==> src/rtl/game_ctrl.sv <==
// Tic-tac-toe move controller: validates requested moves against the external board,
// drives a submit/refresh commit handshake, and scores the board after each commit.
module game_ctrl #(
    parameter logic [1:0]  FIRST_PLAYER = 2'b01,
    parameter int unsigned ACK_TIMEOUT  = 15
) (
    input  logic        clk,
    input  logic        rst_n,
    input  logic        move_valid,
    input  logic [1:0]  move_player,
    input  logic [3:0]  move_loc,
    output logic        move_ready,
    input  logic        new_game,
    input  logic [17:0] board_state,
    input  logic        refresh,
    output logic [3:0]  update_loc,
    output logic [1:0]  update_val,
    output logic        submit,
    output logic        board_reset,
    output logic [1:0]  turn,
    output logic [1:0]  status,
    output logic        move_reject,
    output logic [1:0]  reject_code,
    output logic [3:0]  move_count
);

    typedef enum logic [2:0] {
        S_RST,
        S_CLEAR,
        S_IDLE,
        S_CHECK,
        S_SUBMIT,
        S_WAIT_ACK,
        S_EVAL,
        S_OVER
    } state_t;

    localparam logic [1:0] CELL_X      = 2'b01;
    localparam logic [1:0] CELL_O      = 2'b10;
    localparam logic [1:0] ST_PLAYING  = 2'b00;
    localparam logic [1:0] ST_DRAW     = 2'b11;
    localparam logic [1:0] RC_TIMEOUT  = 2'b00;
    localparam logic [1:0] RC_BAD_IDX  = 2'b01;
    localparam logic [1:0] RC_WRONG_PL = 2'b10;
    localparam logic [1:0] RC_OCCUPIED = 2'b11;
    localparam logic [3:0] MAX_MOVES   = 4'd9;
    localparam int unsigned CNT_W      = $clog2(ACK_TIMEOUT + 1);
    localparam logic [CNT_W-1:0] CNT_LAST = CNT_W'(ACK_TIMEOUT - 1);

    // Cell indices of the eight winning lines: three rows, three columns, two diagonals.
    localparam logic [3:0] LINE_CELL [8][3] = '{
        '{4'd0, 4'd1, 4'd2}, '{4'd3, 4'd4, 4'd5}, '{4'd6, 4'd7, 4'd8},
        '{4'd0, 4'd3, 4'd6}, '{4'd1, 4'd4, 4'd7}, '{4'd2, 4'd5, 4'd8},
        '{4'd0, 4'd4, 4'd8}, '{4'd2, 4'd4, 4'd6}
    };

    function automatic logic [1:0] cell_at(input logic [17:0] b, input logic [3:0] idx);
        logic [1:0] v;
        v = 2'b00;
        for (int i = 0; i < 9; i++) begin
            if (idx == 4'(i)) v = b[2*i +: 2];
        end
        return v;
    endfunction

    function automatic logic [1:0] line_winner(input logic [17:0] b);
        logic [1:0] w;
        logic [1:0] c0, c1, c2;
        w = 2'b00;
        for (int l = 0; l < 8; l++) begin
            c0 = cell_at(b, LINE_CELL[l][0]);
            c1 = cell_at(b, LINE_CELL[l][1]);
            c2 = cell_at(b, LINE_CELL[l][2]);
            if (c0 != 2'b00 && c0 == c1 && c1 == c2) w = c0;
        end
        return w;
    endfunction

    function automatic logic board_full(input logic [17:0] b);
        logic f;
        f = 1'b1;
        for (int i = 0; i < 9; i++) begin
            if (b[2*i +: 2] == 2'b00) f = 1'b0;
        end
        return f;
    endfunction

    state_t           state_q, state_d;
    logic [1:0]       turn_q, turn_d;
    logic [1:0]       status_q, status_d;
    logic [3:0]       count_q, count_d;
    logic [3:0]       loc_q, loc_d;
    logic [1:0]       player_q, player_d;
    logic [CNT_W-1:0] ack_cnt_q, ack_cnt_d;

    logic       chk_reject;
    logic [1:0] chk_code;
    logic       ack_expired;
    logic [1:0] winner;
    logic       full;

    always_comb begin
        chk_reject = 1'b1;
        chk_code   = RC_TIMEOUT;
        if (loc_q > 4'd8) begin
            chk_code = RC_BAD_IDX;
        end else if (player_q != turn_q) begin
            chk_code = RC_WRONG_PL;
        end else if (cell_at(board_state, loc_q) != 2'b00) begin
            chk_code = RC_OCCUPIED;
        end else begin
            chk_reject = 1'b0;
        end
    end

    assign ack_expired = (ack_cnt_q == CNT_LAST);
    assign winner      = line_winner(board_state);
    assign full        = board_full(board_state);

    // NOTE: every register, state included, is cleared by the async reset; the reset
    // state S_RST waits one clock so board_reset is only pulsed from a clean CLEAR.
    // NOTE: sequential blocks use non-blocking assignments only, so all flops sample
    // the same pre-edge values regardless of process ordering.
    always_ff @(posedge clk or negedge rst_n) begin
        if (!rst_n) begin
            state_q <= S_RST;
        end else begin
            state_q <= state_d;
        end
    end

    always_comb begin
        state_d = state_q;
        unique case (state_q)
            S_RST:      state_d = S_CLEAR;
            S_CLEAR:    state_d = S_IDLE;
            S_IDLE:     if (move_valid) state_d = S_CHECK;
            S_CHECK:    state_d = chk_reject ? S_IDLE : S_SUBMIT;
            S_SUBMIT:   state_d = S_WAIT_ACK;
            S_WAIT_ACK: begin
                if (refresh)          state_d = S_EVAL;
                else if (ack_expired) state_d = S_IDLE;
            end
            S_EVAL:     state_d = (winner != 2'b00 || full) ? S_OVER : S_IDLE;
            S_OVER:     state_d = S_OVER;
            default:    state_d = S_RST;
        endcase
        // A restart request overrides whatever the current state would do next.
        if (new_game) state_d = S_CLEAR;
    end

    always_comb begin
        move_ready  = (state_q == S_IDLE);
        board_reset = (state_q == S_CLEAR);
        submit      = (state_q == S_SUBMIT) && !new_game;
        update_loc  = 4'd0;
        update_val  = 2'b00;
        move_reject = 1'b0;
        reject_code = 2'b00;
        if (state_q == S_SUBMIT || state_q == S_WAIT_ACK) begin
            update_loc = loc_q;
            update_val = player_q;
        end
        if (!new_game) begin
            if (state_q == S_CHECK && chk_reject) begin
                move_reject = 1'b1;
                reject_code = chk_code;
            end else if (state_q == S_WAIT_ACK && !refresh && ack_expired) begin
                move_reject = 1'b1;
                reject_code = RC_TIMEOUT;
            end
        end
    end

    // NOTE: each next-state value starts from its current register value, so no path
    // through this block leaves a variable unassigned and no latch is inferred.
    always_comb begin
        turn_d    = turn_q;
        status_d  = status_q;
        count_d   = count_q;
        loc_d     = loc_q;
        player_d  = player_q;
        ack_cnt_d = ack_cnt_q;
        unique case (state_q)
            S_IDLE: begin
                if (move_valid) begin
                    loc_d    = move_loc;
                    player_d = move_player;
                end
            end
            S_SUBMIT: ack_cnt_d = '0;
            S_WAIT_ACK: begin
                if (refresh) begin
                    count_d = (count_q == MAX_MOVES) ? MAX_MOVES : count_q + 4'd1;
                end else if (!ack_expired) begin
                    ack_cnt_d = ack_cnt_q + 1'b1;
                end
            end
            S_EVAL: begin
                if (winner != 2'b00) begin
                    status_d = winner;
                end else if (full) begin
                    status_d = ST_DRAW;
                end else begin
                    turn_d = (turn_q == CELL_X) ? CELL_O : CELL_X;
                end
            end
            default: ;
        endcase
        // Game bookkeeping is already clear while CLEAR is showing board_reset.
        if (state_d == S_CLEAR) begin
            turn_d   = FIRST_PLAYER;
            status_d = ST_PLAYING;
            count_d  = 4'd0;
        end
    end

    always_ff @(posedge clk or negedge rst_n) begin
        if (!rst_n) begin
            turn_q    <= FIRST_PLAYER;
            status_q  <= ST_PLAYING;
            count_q   <= 4'd0;
            loc_q     <= 4'd0;
            player_q  <= 2'b00;
            ack_cnt_q <= '0;
        end else begin
            turn_q    <= turn_d;
            status_q  <= status_d;
            count_q   <= count_d;
            loc_q     <= loc_d;
            player_q  <= player_d;
            ack_cnt_q <= ack_cnt_d;
        end
    end

    assign turn       = turn_q;
    assign status     = status_q;
    assign move_count = count_q;

endmodule

==> config.mk <==
export PLATFORM = sky130hd
export DESIGN_NAME = game_ctrl
export DESIGN_NICKNAME = d
export VERILOG_FILES = /design/src/rtl/game_ctrl.sv
export SDC_FILE = /design/constraint.sdc
export NUM_CORES = 1
export LEC_CHECK = 0
export BUFFER_PORTS_ARGS = -buffer_cell sky130_fd_sc_hd__buf_2
export CAP_MARGIN = 20
export CORE_ASPECT_RATIO = 0.7
export CORE_UTILIZATION = 47
export CTS_CLUSTER_SIZE = 40
export DETAILED_ROUTE_END_ITERATION = 10
export GPL_TIMING_DRIVEN = 0
export PLACE_DENSITY = 0.72
export SYNTH_ARGS = -nofsm -noshare
export SYNTH_HDL_FRONTEND = slang
export SYNTH_SLANG_ARGS = --single-unit
==> constraint.sdc <==
create_clock -name clk -period 3.6 [get_ports clk]
set_input_delay 0.18 -clock clk [delete_from_list [all_inputs] [get_ports clk]]
set_output_delay 0.18 -clock clk [all_outputs]
set_load 0.01 [all_outputs]
Word level (Yosys, flattened, before mapping)
Index checks and enable logic that the tools add are counted.
{"block": "op_classes", "addsub": 2, "order_cmp": 1, "n_eq_ne": 40, "mux": 64, "reduce_logical": 52}
{"operator": "$mux 2", "n": 34}
{"operator": "$eq 2x2->1", "n": 16}
{"operator": "$mux 4", "n": 7}
{"operator": "$pmux 3 s8", "n": 1}
{"operator": "$reduce_bool 2->1", "n": 11}
{"operator": "$logic_and 1x1->1", "n": 20}
{"operator": "$logic_not 2->1", "n": 9}
{"operator": "$mux 3", "n": 6}
{"operator": "$eq 4x3->1 const B", "n": 4}
{"operator": "$mux 1", "n": 15}
{"operator": "$eq 3x3->1 const B", "n": 4}
{"operator": "$eq 4x4->1 const B", "n": 3}
{"operator": "$add 4x1->4 const B", "n": 2}
{"operator": "$eq 4x2->1 const B", "n": 2}
{"operator": "$pmux 4 s2", "n": 1}
{"operator": "$eq 3x1->1 const B", "n": 2}
{"operator": "$eq 3x2->1 const B", "n": 2}
{"operator": "$reduce_and 2->1", "n": 3}
{"operator": "$reduce_and 3->1", "n": 2}
{"operator": "$eq 4x1->1 const B", "n": 1}
{"operator": "$gt 4x4->1 const B", "n": 1}
{"operator": "$logic_not 4->1", "n": 1}
{"operator": "$ne 2x1->1 const B", "n": 2}
{"operator": "$ne 2x2->1 const B", "n": 2}
{"operator": "other kinds (6)", "n": 8}
{"block": "word_totals", "reg_bits": 21, "output_inout_bits": 20, "elab_cells": 166}

Depth between registers and ports, before layout
Gate-level depths: netlist of the first run.
{"block": "logic_depth", "depth_word": 22, "depth_mapped": 8, "depth_no_buf": 8}

Worst setup path after synthesis of the first run
OpenSTA, ideal clock, no wires.
{"block": "synth_path", "path_type": "in2reg", "startpoint": "input port board_state[8]", "endpoint": "register state_q[0]", "arrival_ns": 2.091, "required_time_ns": 3.474, "path_slack_ns": 1.383, "path_stages": 8, "n_path_buf": 1, "cell_sequence": "buf_6 and3_1 o2111ai_2 nand2_1 mux2_4 o21a_4 or4_4 a311o_1"}
{"block": "synth_via", "elab_chain_len": 15, "word_cells_on_any_way": 34}
{"item": "start: declaration", "line_no": "14", "rtl": "input logic [17:0] board_state,"}
{"item": "$eq 2x2->1", "line_no": "74", "rtl": "if (c0 != 2'b00 && c0 == c1 && c1 == c2) w = c0;"}
{"item": "$logic_and 1x1->1 (2 in series)", "line_no": "74"}
{"item": "$mux 2 (7 in series)", "line_no": "74"}
{"item": "$reduce_bool 2->1", "line_no": "144", "rtl": "S_EVAL: state_d = (winner != 2'b00 || full) ? S_OVER : S_IDLE;"}
{"item": "$logic_or 1x1->1 (*)", "line_no": "144"}
{"item": "$mux 3 (*)", "line_no": "144"}
{"item": "$pmux 3 s8 (*)", "line_no": "134", "rtl": "unique case (state_q)"}
{"item": "$mux 3 (*)", "line_no": "149", "rtl": "if (new_game) state_d = S_CLEAR;"}
{"item": "net state_d[0]", "line_no": "88", "rtl": "state_t state_q, state_d;"}
{"item": "end signal: assignment", "line_no": "128", "rtl": "state_q <= state_d;"}
{"item": "end: declaration", "line_no": "88"}
Mark *: on every way through the listed nets, which the timed path passes. The rest lies on a longest branch.
A chain may end at the register's enable or synchronous reset.

Worst setup path after layout of the first run
{"block": "layout_path", "startpoint": "register loc_q[0]", "endpoint": "output port move_reject"}
{"block": "layout_via", "elab_chain_len": 19, "word_cells_on_any_way": 28}
{"item": "start: declaration", "line_no": "92", "rtl": "logic [3:0] loc_q, loc_d;"}
{"item": "start signal: assignment", "line_no": "230", "rtl": "loc_q <= loc_d;"}
{"item": "$logic_not 4->1", "line_no": "61", "rtl": "if (idx == 4'(i)) v = b[2*i +: 2];"}
{"item": "$mux 2 (9 in series)", "line_no": "61"}
{"item": "$mux 2", "line_no": "107", "rtl": "end else if (player_q != turn_q) begin"}
{"item": "$mux 2", "line_no": "105", "rtl": "if (loc_q > 4'd8) begin"}
{"item": "$reduce_bool 2->1", "line_no": "109", "rtl": "end else if (cell_at(board_state, loc_q) != 2'b00) begin"}
{"item": "$mux 1", "line_no": "109"}
{"item": "$mux 1", "line_no": "107"}
{"item": "$mux 1 (*)", "line_no": "105"}
{"item": "$logic_and 1x1->1 (*)", "line_no": "165", "rtl": "if (state_q == S_CHECK && chk_reject) begin"}
{"item": "$mux 1 (*)", "line_no": "165"}
{"item": "$mux 1 (*)", "line_no": "164", "rtl": "if (!new_game) begin"}
{"item": "end: declaration", "line_no": "22", "rtl": "output logic move_reject,"}
Every way passes the cells marked *; elsewhere a longest branch is shown, timed or not. The select of a mux whose other input is x is not followed.

==> results of run 1 <==
[per-stage QoR]
stage                     power [uW]  hold WS (ns)  worst slack, ns  cells  utilization, %
after floorplan                484.2       -0.1156            1.383    245               -
after global placement         559.8        0.1717            1.129    341           56.56
after detailed placement       567.4        0.1780            1.134    341           56.56
after CTS                      724.4        0.1280            1.176    346           57.96
after global routing           771.4        0.1496            1.018    346           57.96
final                          720.6        0.1357            1.180    346           57.96
[area by class of cell]
| class | count | share of cell area (%) |
|---|---|---|
| multi-input cells | 203 | 58.15 |
| flip-flops and latches | 21 | 23.03 |
| repair buffers | 45 | 10.07 |
| well taps | 52 | 2.845 |
| plain buffers | 14 | 2.790 |
| clock buffers | 4 | 1.969 |
| inverters | 7 | 1.149 |
[per-layer routing]
| metal | vias to the layer above | track usage (%) | wire [microns] |
|---|---|---|---|
| li1 | 1000 | - | - |
| met1 | 975 | 35.83 | 2418 |
| met2 | 89 | 38.63 | 2240 |
| met3 | 4 | 6.393 | 455 |
| met4 | 0 | 2.078 | 21 |
| met5 | - | 0 | 0 |
[power breakdown]
group	internal [uW]	total (uW)	leakage, uW	switching [uW]
Clock	78.8	154	0.0000228	75.2
Combinational	120	271	0.000751	151
Sequential	268	296	0.000268	27.8
Total	467	721	0.00104	254
[final timing paths]
check                                             to  slack [ns]  cells past startpoint
max                                      move_reject        1.18                      7
min in group asynchronous  move_count[0]$_DFFE_PN0P_        0.41                      2
min reg2reg                move_count[0]$_DFFE_PN0P_        0.55                      1
min                             loc_q[1]$_DFFE_PN0P_        0.14                      3
max in group asynchronous        turn[0]$_DFFE_PN1P_        2.83                      2
max reg2reg                     state_q[2]$_DFF_PN0_        1.41                      6
[tightest hold or removal path, stage by stage]
cell and delay [ns]:
buf_2 0.08, nand2_1 0.04, o21ai_0 0.06
[placed cells by master, fill, tap and decap left out, types with 4 or more instances in the layout]
master / n
nand2_1: 15
o21ai_0: 11
clkbuf_1: 11
mux2_2: 6
nand3_1: 15
xor2_1: 5
nor2_1: 27
nand4_1: 4
inv_1: 7
nor2b_1: 11
dfrtp_1: 20
a21oi_1: 12
nand2b_1: 4
or2_2: 4
ha_1: 4
and2_1: 9
and3_1: 8
nor3_1: 11
buf_2: 47
or3_1: 8
[kinds of logic after synthesis]
logic type                 count (synthesis)  share of synthesized area [%]
DFF                                       21                          27.06
AOI/OAI and AO/OA                         51                          18.89
adders and majority gates                  4                          2.571
muxes                                     10                          6.426
xor gates and xnor gates                   5                          2.249
buffers and inverters                     21                          4.627
and+or+nand+nor                          133                          38.17
[flip-flops by register name (all words and copies together), names as in the netlist]
name        cells
player_q        2
turn            2
status          2
move_count      4
ack_cnt_q       4
loc_q           4
state_q         3
[repair_timing]
item                      CTS  global route
hold buffers                1             0
hold endpoints to repair   20             0
setup buffers               0             0
[cells in the mapped netlist (all sizes together) (3+ instances only)]
cell	n	area, sq um
xor2	5	43.79
o22ai	3	18.77
dfrtp	20	500.5
or4	4	37.53
mux2	7	82.57
nor2b	11	68.82
nand4	4	25.02
or3	8	50.05
nor3	11	55.05
a21oi	13	68.82
clkbuf	10	37.54
and2	9	56.30
ha	4	50.05
and3	8	50.05
nand2	15	56.30
nor2	27	101.4
nand2b	4	25.02
o21ai	11	55.05
buf	4	26.27
nand3	15	75.07
or2	5	31.28
o21a	4	37.53
inv	7	26.28
==> qor.csv, run 1 <==
stage;metric;value;unit
outcome;status;finished clean;
routing;via_count;2068;
placed_design;portBuffers;44;
grt;grt_pass1_wl;8728;microns
sta;post-route-min-period;2.420;ns
routing;first_iter_violations;188;
routing;drt-pass1-iter-count;5;
cts;clock_latency;0.26;ns
critical_path;crit_path_start;loc_q[0]$_DFFE_PN0P_;
synth;synth-seq-cells;21;
synth;yosysSeqAreaShare;27.06;%
placed_design;gp_congestion;0.8960;
sta;timing.fmax;0.4132;GHz
layout;fill_cells;410;
critical_path;slowest_delay;0.56;ns
cts;cts.reportedPaths.clkPinSlew;0.08;ns
worst_hold_path;worstHoldStart;move_loc[1];
cts;cts_resized;0;
cts;cts-root-buf;clkbuf_8;
sta;finalMaxSlewViolations;0;
grt;grt_overflow;0;
synth;synth_area;1947;sq um
synth;synth-edff-count;0;
layout;multiInputGateArea;1330;sq um
critical_path;r2r-start;loc_q[0]$_DFFE_PN0P_;
cts;cts.sinks;21;
floorplan;core;3946;sq um
synth;syn_nets;278;
routing;antenna_left;0;
sta;rsz0062_at_grt;no;
flow_run;maxCapViolCount;0;
synth;synth_warnings;0;
critical_path;crit_top_cell;o21ai_0;
synth;synth.distinct_cells;59;
sta;max_slew.worst_pin.slew;0.5860;ns
floorplan;num_io_pins;49;
routing;wl_per_cell;14.84;microns
layout;nets;328;
critical_path;critPathMaxFanout;9;
sta;finClkSkew;0.005859;ns
synth;syn_avg_cell_area;7.946;sq um
synth;postSynthCellCount;245;
power_and_ir_drop;ir_drop;267.5;uV
floorplan;die_h;55.85;microns
sta;setup_viol;0;
cts;numCtsBuffers;3;
critical_path;cp.buffers_inverters;2;
critical_path;end_kind;primary output;
power_and_ir_drop;power_density;315.0;nW/um^2
layout;n_antenna_cell;0;
grt;grt_antenna_before_repair;0;
critical_path;worstPathArrival;2.24;ns
power_and_ir_drop;total_leakage_power;0.001041;uW
sta;period_share;67.22;%
cts;htree_levels;1;
cts;cts_buffer_depth;2;
sta;totalNegativeSetupSlack;0;ns
cts;cts_tree;yes;
floorplan;core.rowCount;19;
layout;syn_to_final_growth;17.48;%
critical_path;path_class;register to primary output;
placed_design;dpl_cell_area;2232;sq um
grt;grt_pass1_vias;1893;
grt;grt_usage;24.73;%
layout;fin_area;2287;sq um
layout;drive_gt1_share;24.83;%
synth;synthArstFlopShare;100.0;%
synth;synth_flop_cell;dfrtp_1;
routing;viasPerCell;5.977;
critical_path;startpoint_type;register;
layout;seq_area;526.8;sq um
critical_path;path_cells;clkbuf_1, mux4_2, o22ai_1, o21ai_0, o21ai_0, o41ai_1, buf_2;
sta;hold_viol_final;0;
grt;grt_max_degree;22;
placed_design;dpl.hpwl;3983;microns
critical_path;slowest_stage;mux4_2;
routing;post-route-drc-count;0;
floorplan;die_w;78.93;microns
floorplan;initial_utilization;49.33;%
critical_path;critical-path-top-delay-family;compound AO/OA/AOI/OAI gates;
critical_path;required;3.42;ns
routing;drt_wl_total;5135;microns
sta;relSlewSlack;60.85;%
worst_hold_path;hold_class;primary input to register;
floorplan;die_area;4408;sq um
No activity file was read; power rests on OpenSTA's default activity.
==> run 2: changes to the inputs <==
Settings changed: PLACE_DENSITY 0.72 to 0.75.
Clock period 3.6 ns to 2.1 ns, I/O delays scaled along.
==> run 2 against run 1 <==
Compared with the run above:
- utilization rose by 1.4 points
- power rose by 76%
- non-clock buffer count fell by 2
- setup slack got worse by 1.1 ns
- cell area rose by 2.5%
- clock-buffer cell count did not move
- clock power rose by 74%
- combinational power rose by 70%
- sequential share of layout area fell by 0.50 points
- critical path depth rose by 2
- hold slack got worse by 0.082 ns
- critical path type is now primary input to register
==> qor.csv, run 2 (synthesis results as in run 1) <==
stage;metric;value;unit;change
power_and_ir_drop;ir_drop;384.5;uV;was 267.5 uV
sta;finalMaxSlewViolations;0;;unchanged
layout;syn_to_final_growth;20.37;%;was 17.48%
critical_path;slowest_delay;0.46;ns;was 0.56 ns
sta;post-route-min-period;2.035;ns;
floorplan;core.rowCount;19;;unchanged
routing;post-route-drc-count;0;;unchanged
layout;n_antenna_cell;0;;unchanged
sta;period_share;96.89;%;
routing;drt-pass1-iter-count;4;;was 5
critical_path;worstPathArrival;2.18;ns;was 2.24 ns
floorplan;die_w;78.93;microns;unchanged
placed_design;portBuffers;44;;unchanged
sta;setup_viol;0;;unchanged
layout;drive_gt1_share;28.77;%;was 24.83%
cts;clock_latency;0.26;ns;about the same
cts;cts-root-buf;clkbuf_8;;unchanged
critical_path;r2r-start;state_q[2]$_DFF_PN0_;;was loc_q[0]$_DFFE_PN0P_
floorplan;initial_utilization;49.33;%;unchanged
critical_path;critical-path-top-delay-family;simple AND/OR/NAND/NOR gates;;was compound AO/OA/AOI/OAI gates
routing;wl_per_cell;15.11;microns;was 14.84 microns
power_and_ir_drop;power_density;541.0;nW/um^2;was 315.0 nW/um^2
critical_path;slowest_stage;or4_4;;was mux4_2
routing;viasPerCell;5.948;;was 5.977
grt;grt_max_degree;22;;unchanged
critical_path;r2r_cells;6;;unchanged
critical_path;r2r_end;turn[1]$_DFFE_PN0P_;;was state_q[2]$_DFF_PN0_
layout;nets;326;;was 328
layout;utilization;59.38;%;was 57.96%
cts;numCtsBuffers;3;;unchanged
critical_path;path_class;primary input to register;;was register to primary output
cts;htree_levels;1;;unchanged
sta;whs;0.05410;ns;was 0.1357 ns
floorplan;die_h;55.85;microns;unchanged
grt;grt_pass1_vias;1801;;was 1893
floorplan;num_io_pins;49;;unchanged
floorplan;die_area;4408;sq um;unchanged
sta;timing.fmax;0.4915;GHz;
critical_path;r2r_setup_slack;0.12;ns;was 1.41 ns
critical_path;cp.buffers_inverters;2;;unchanged
floorplan;core;3946;sq um;unchanged
cts;cts.sinks;21;;unchanged
critical_path;required;2.25;ns;was 3.42 ns
critical_path;cp.depth;9;;was 7
critical_path;startpoint_type;primary input;;was register
sta;hold_viol_final;0;;unchanged
critical_path;path_cells;buf_2, buf_2, or3_1, a21oi_4, or2_1, o221ai_2, or4_4, o31a_1, o21a_1;;was clkbuf_1, mux4_2, o22ai_1, o21ai_0, o21ai_0, o41ai_1, buf_2
cts;cts_buffer_depth;2;;unchanged
outcome;status;finished clean;;unchanged
grt;grt_overflow;0;;unchanged
sta;finClkSkew;0.007690;ns;was 0.005859 ns
power_and_ir_drop;total_leakage_power;0.001067;uW;was 0.001041 uW
critical_path;crit_top_cell;buf_2;;was o21ai_0
layout;layout_common_cells;buf_2 (47), nor2_1 (27), dfrtp_1 (19);;was buf_2 (47), nor2_1 (27), dfrtp_1 (20)
layout;final_common_cell;buf_2;;unchanged
worst_hold_path;hold_class;primary input to register;;unchanged
critical_path;crit_path_start;board_state[4];;was loc_q[0]$_DFFE_PN0P_
routing;via_count;2046;;was 2068
sta;totalNegativeSetupSlack;0;ns;unchanged
routing;antenna_left;0;;unchanged
cts;cts.reportedPaths.clkPinSlew;0.08;ns;about the same
grt;grt_usage;24.15;%;was 24.73%
critical_path;critPathMaxFanout;10;;was 9
grt;grt_antenna_before_repair;0;;unchanged
routing;first_iter_violations;221;;was 188
sta;relSlewSlack;60.04;%;was 60.85%
routing;drt_wl_total;5199;microns;was 5135 microns
grt;grt_pass1_wl;8411;microns;was 8728 microns
sta;max_slew.worst_pin.slew;0.5981;ns;was 0.5860 ns
sta;rsz0062_at_grt;no;;unchanged
flow_run;maxCapViolCount;0;;unchanged
critical_path;critPathCapture;turn[1]$_DFFE_PN0P_;;was move_reject
critical_path;end_kind;register;;was primary output
placed_design;dpl.hpwl;3894;microns;was 3983 microns
cts;cts_tree;yes;;unchanged
placed_design;gp_congestion;0.9173;;was 0.8960
==> run 2: cell count changes in the layout (fill, tap and decap cells not counted), moves of 2 or more <==
| cell | change |
|---|---|
| buf_4 | +3 |
| clkbuf_1 | -5 |
| o21ai_0 | -4 |
| o21ai_1 | +2 |
| o21ai_2 | +2 |
==> run 2: power by group <==
part	leakage, uW	switching (uW)	internal (uW)
Clock	0.0000228	133	135
Combinational	0.000777	237	222
Sequential	0.000267	79.1	461
Total	0.00107	450	818
==> run 2: layout make-up <==
class / count / area, sq um
tap: 52 / 65.06
buffer: 9 / 45.04
timing repair buffer: 48 / 252.7
multi-input combinational: 203 / 1381
inverter: 7 / 26.28
clock buffer: 4 / 45.04
sequential: 21 / 528.0
fill: 369 / 1603
==> run 2: metrics by stage <==
stage               setup WS [ns]  instance area [sq um]  instances  total power (uW)
floorplan                -0.02153                   1952        245             830.4
global placement          -0.2733                   2237        341             954.1
detailed placement        -0.3269                   2237        341             966.2
CTS                      0.001875                   2290        344              1242
global route             0.003378                   2344        344              1356
finish                    0.06535                   2344        344              1268
==> run 2: worst reg2reg max path, delay by kind of cell (launching register included) <==
kind	cells	cell delay, ns
AO/OA/AOI/OAI	2	0.43
buffers and inverters	1	0.08
flip-flops	1	0.51
AND/OR/NAND/NOR	3	0.85
==> run 2: worst min path at each step <==
stage | to | depth (start not counted) | slack [ns] | from
after floorplan | ack_cnt_q[0]$_DFFE_PN0P_ | 0 | -0.19 | rst_n
after global placement | move_count[2]$_DFFE_PN0P_ | 1 | 0.1 | rst_n
after detailed placement | move_count[3]$_DFFE_PN0P_ | 1 | 0.09 | rst_n
after CTS | loc_q[1]$_DFFE_PN0P_ | 3 | 0.05 | move_loc[1]
after global routing | loc_q[0]$_DFFE_PN0P_ | 2 | 0.07 | move_loc[0]
final | loc_q[1]$_DFFE_PN0P_ | 3 | 0.05 | move_loc[1]
==> run 2: what timing repair did <==
item	4_1_cts	5_1_grt
pin swaps	0	4
setup endpoints to repair	5	13
hold buffers	1	0
gates resized for setup	3	10
hold endpoints to repair	20	0
setup buffers	1	2
==> run 2: metal layers <==
metal  part of all wire (%)  up-vias  track usage (%)
li1                       -     1001                -
met1                     46      940            36.37
met2                     43       99            34.66
met3                     10        6            5.902
met4                   0.92        0            5.455
met5                      0        -                0
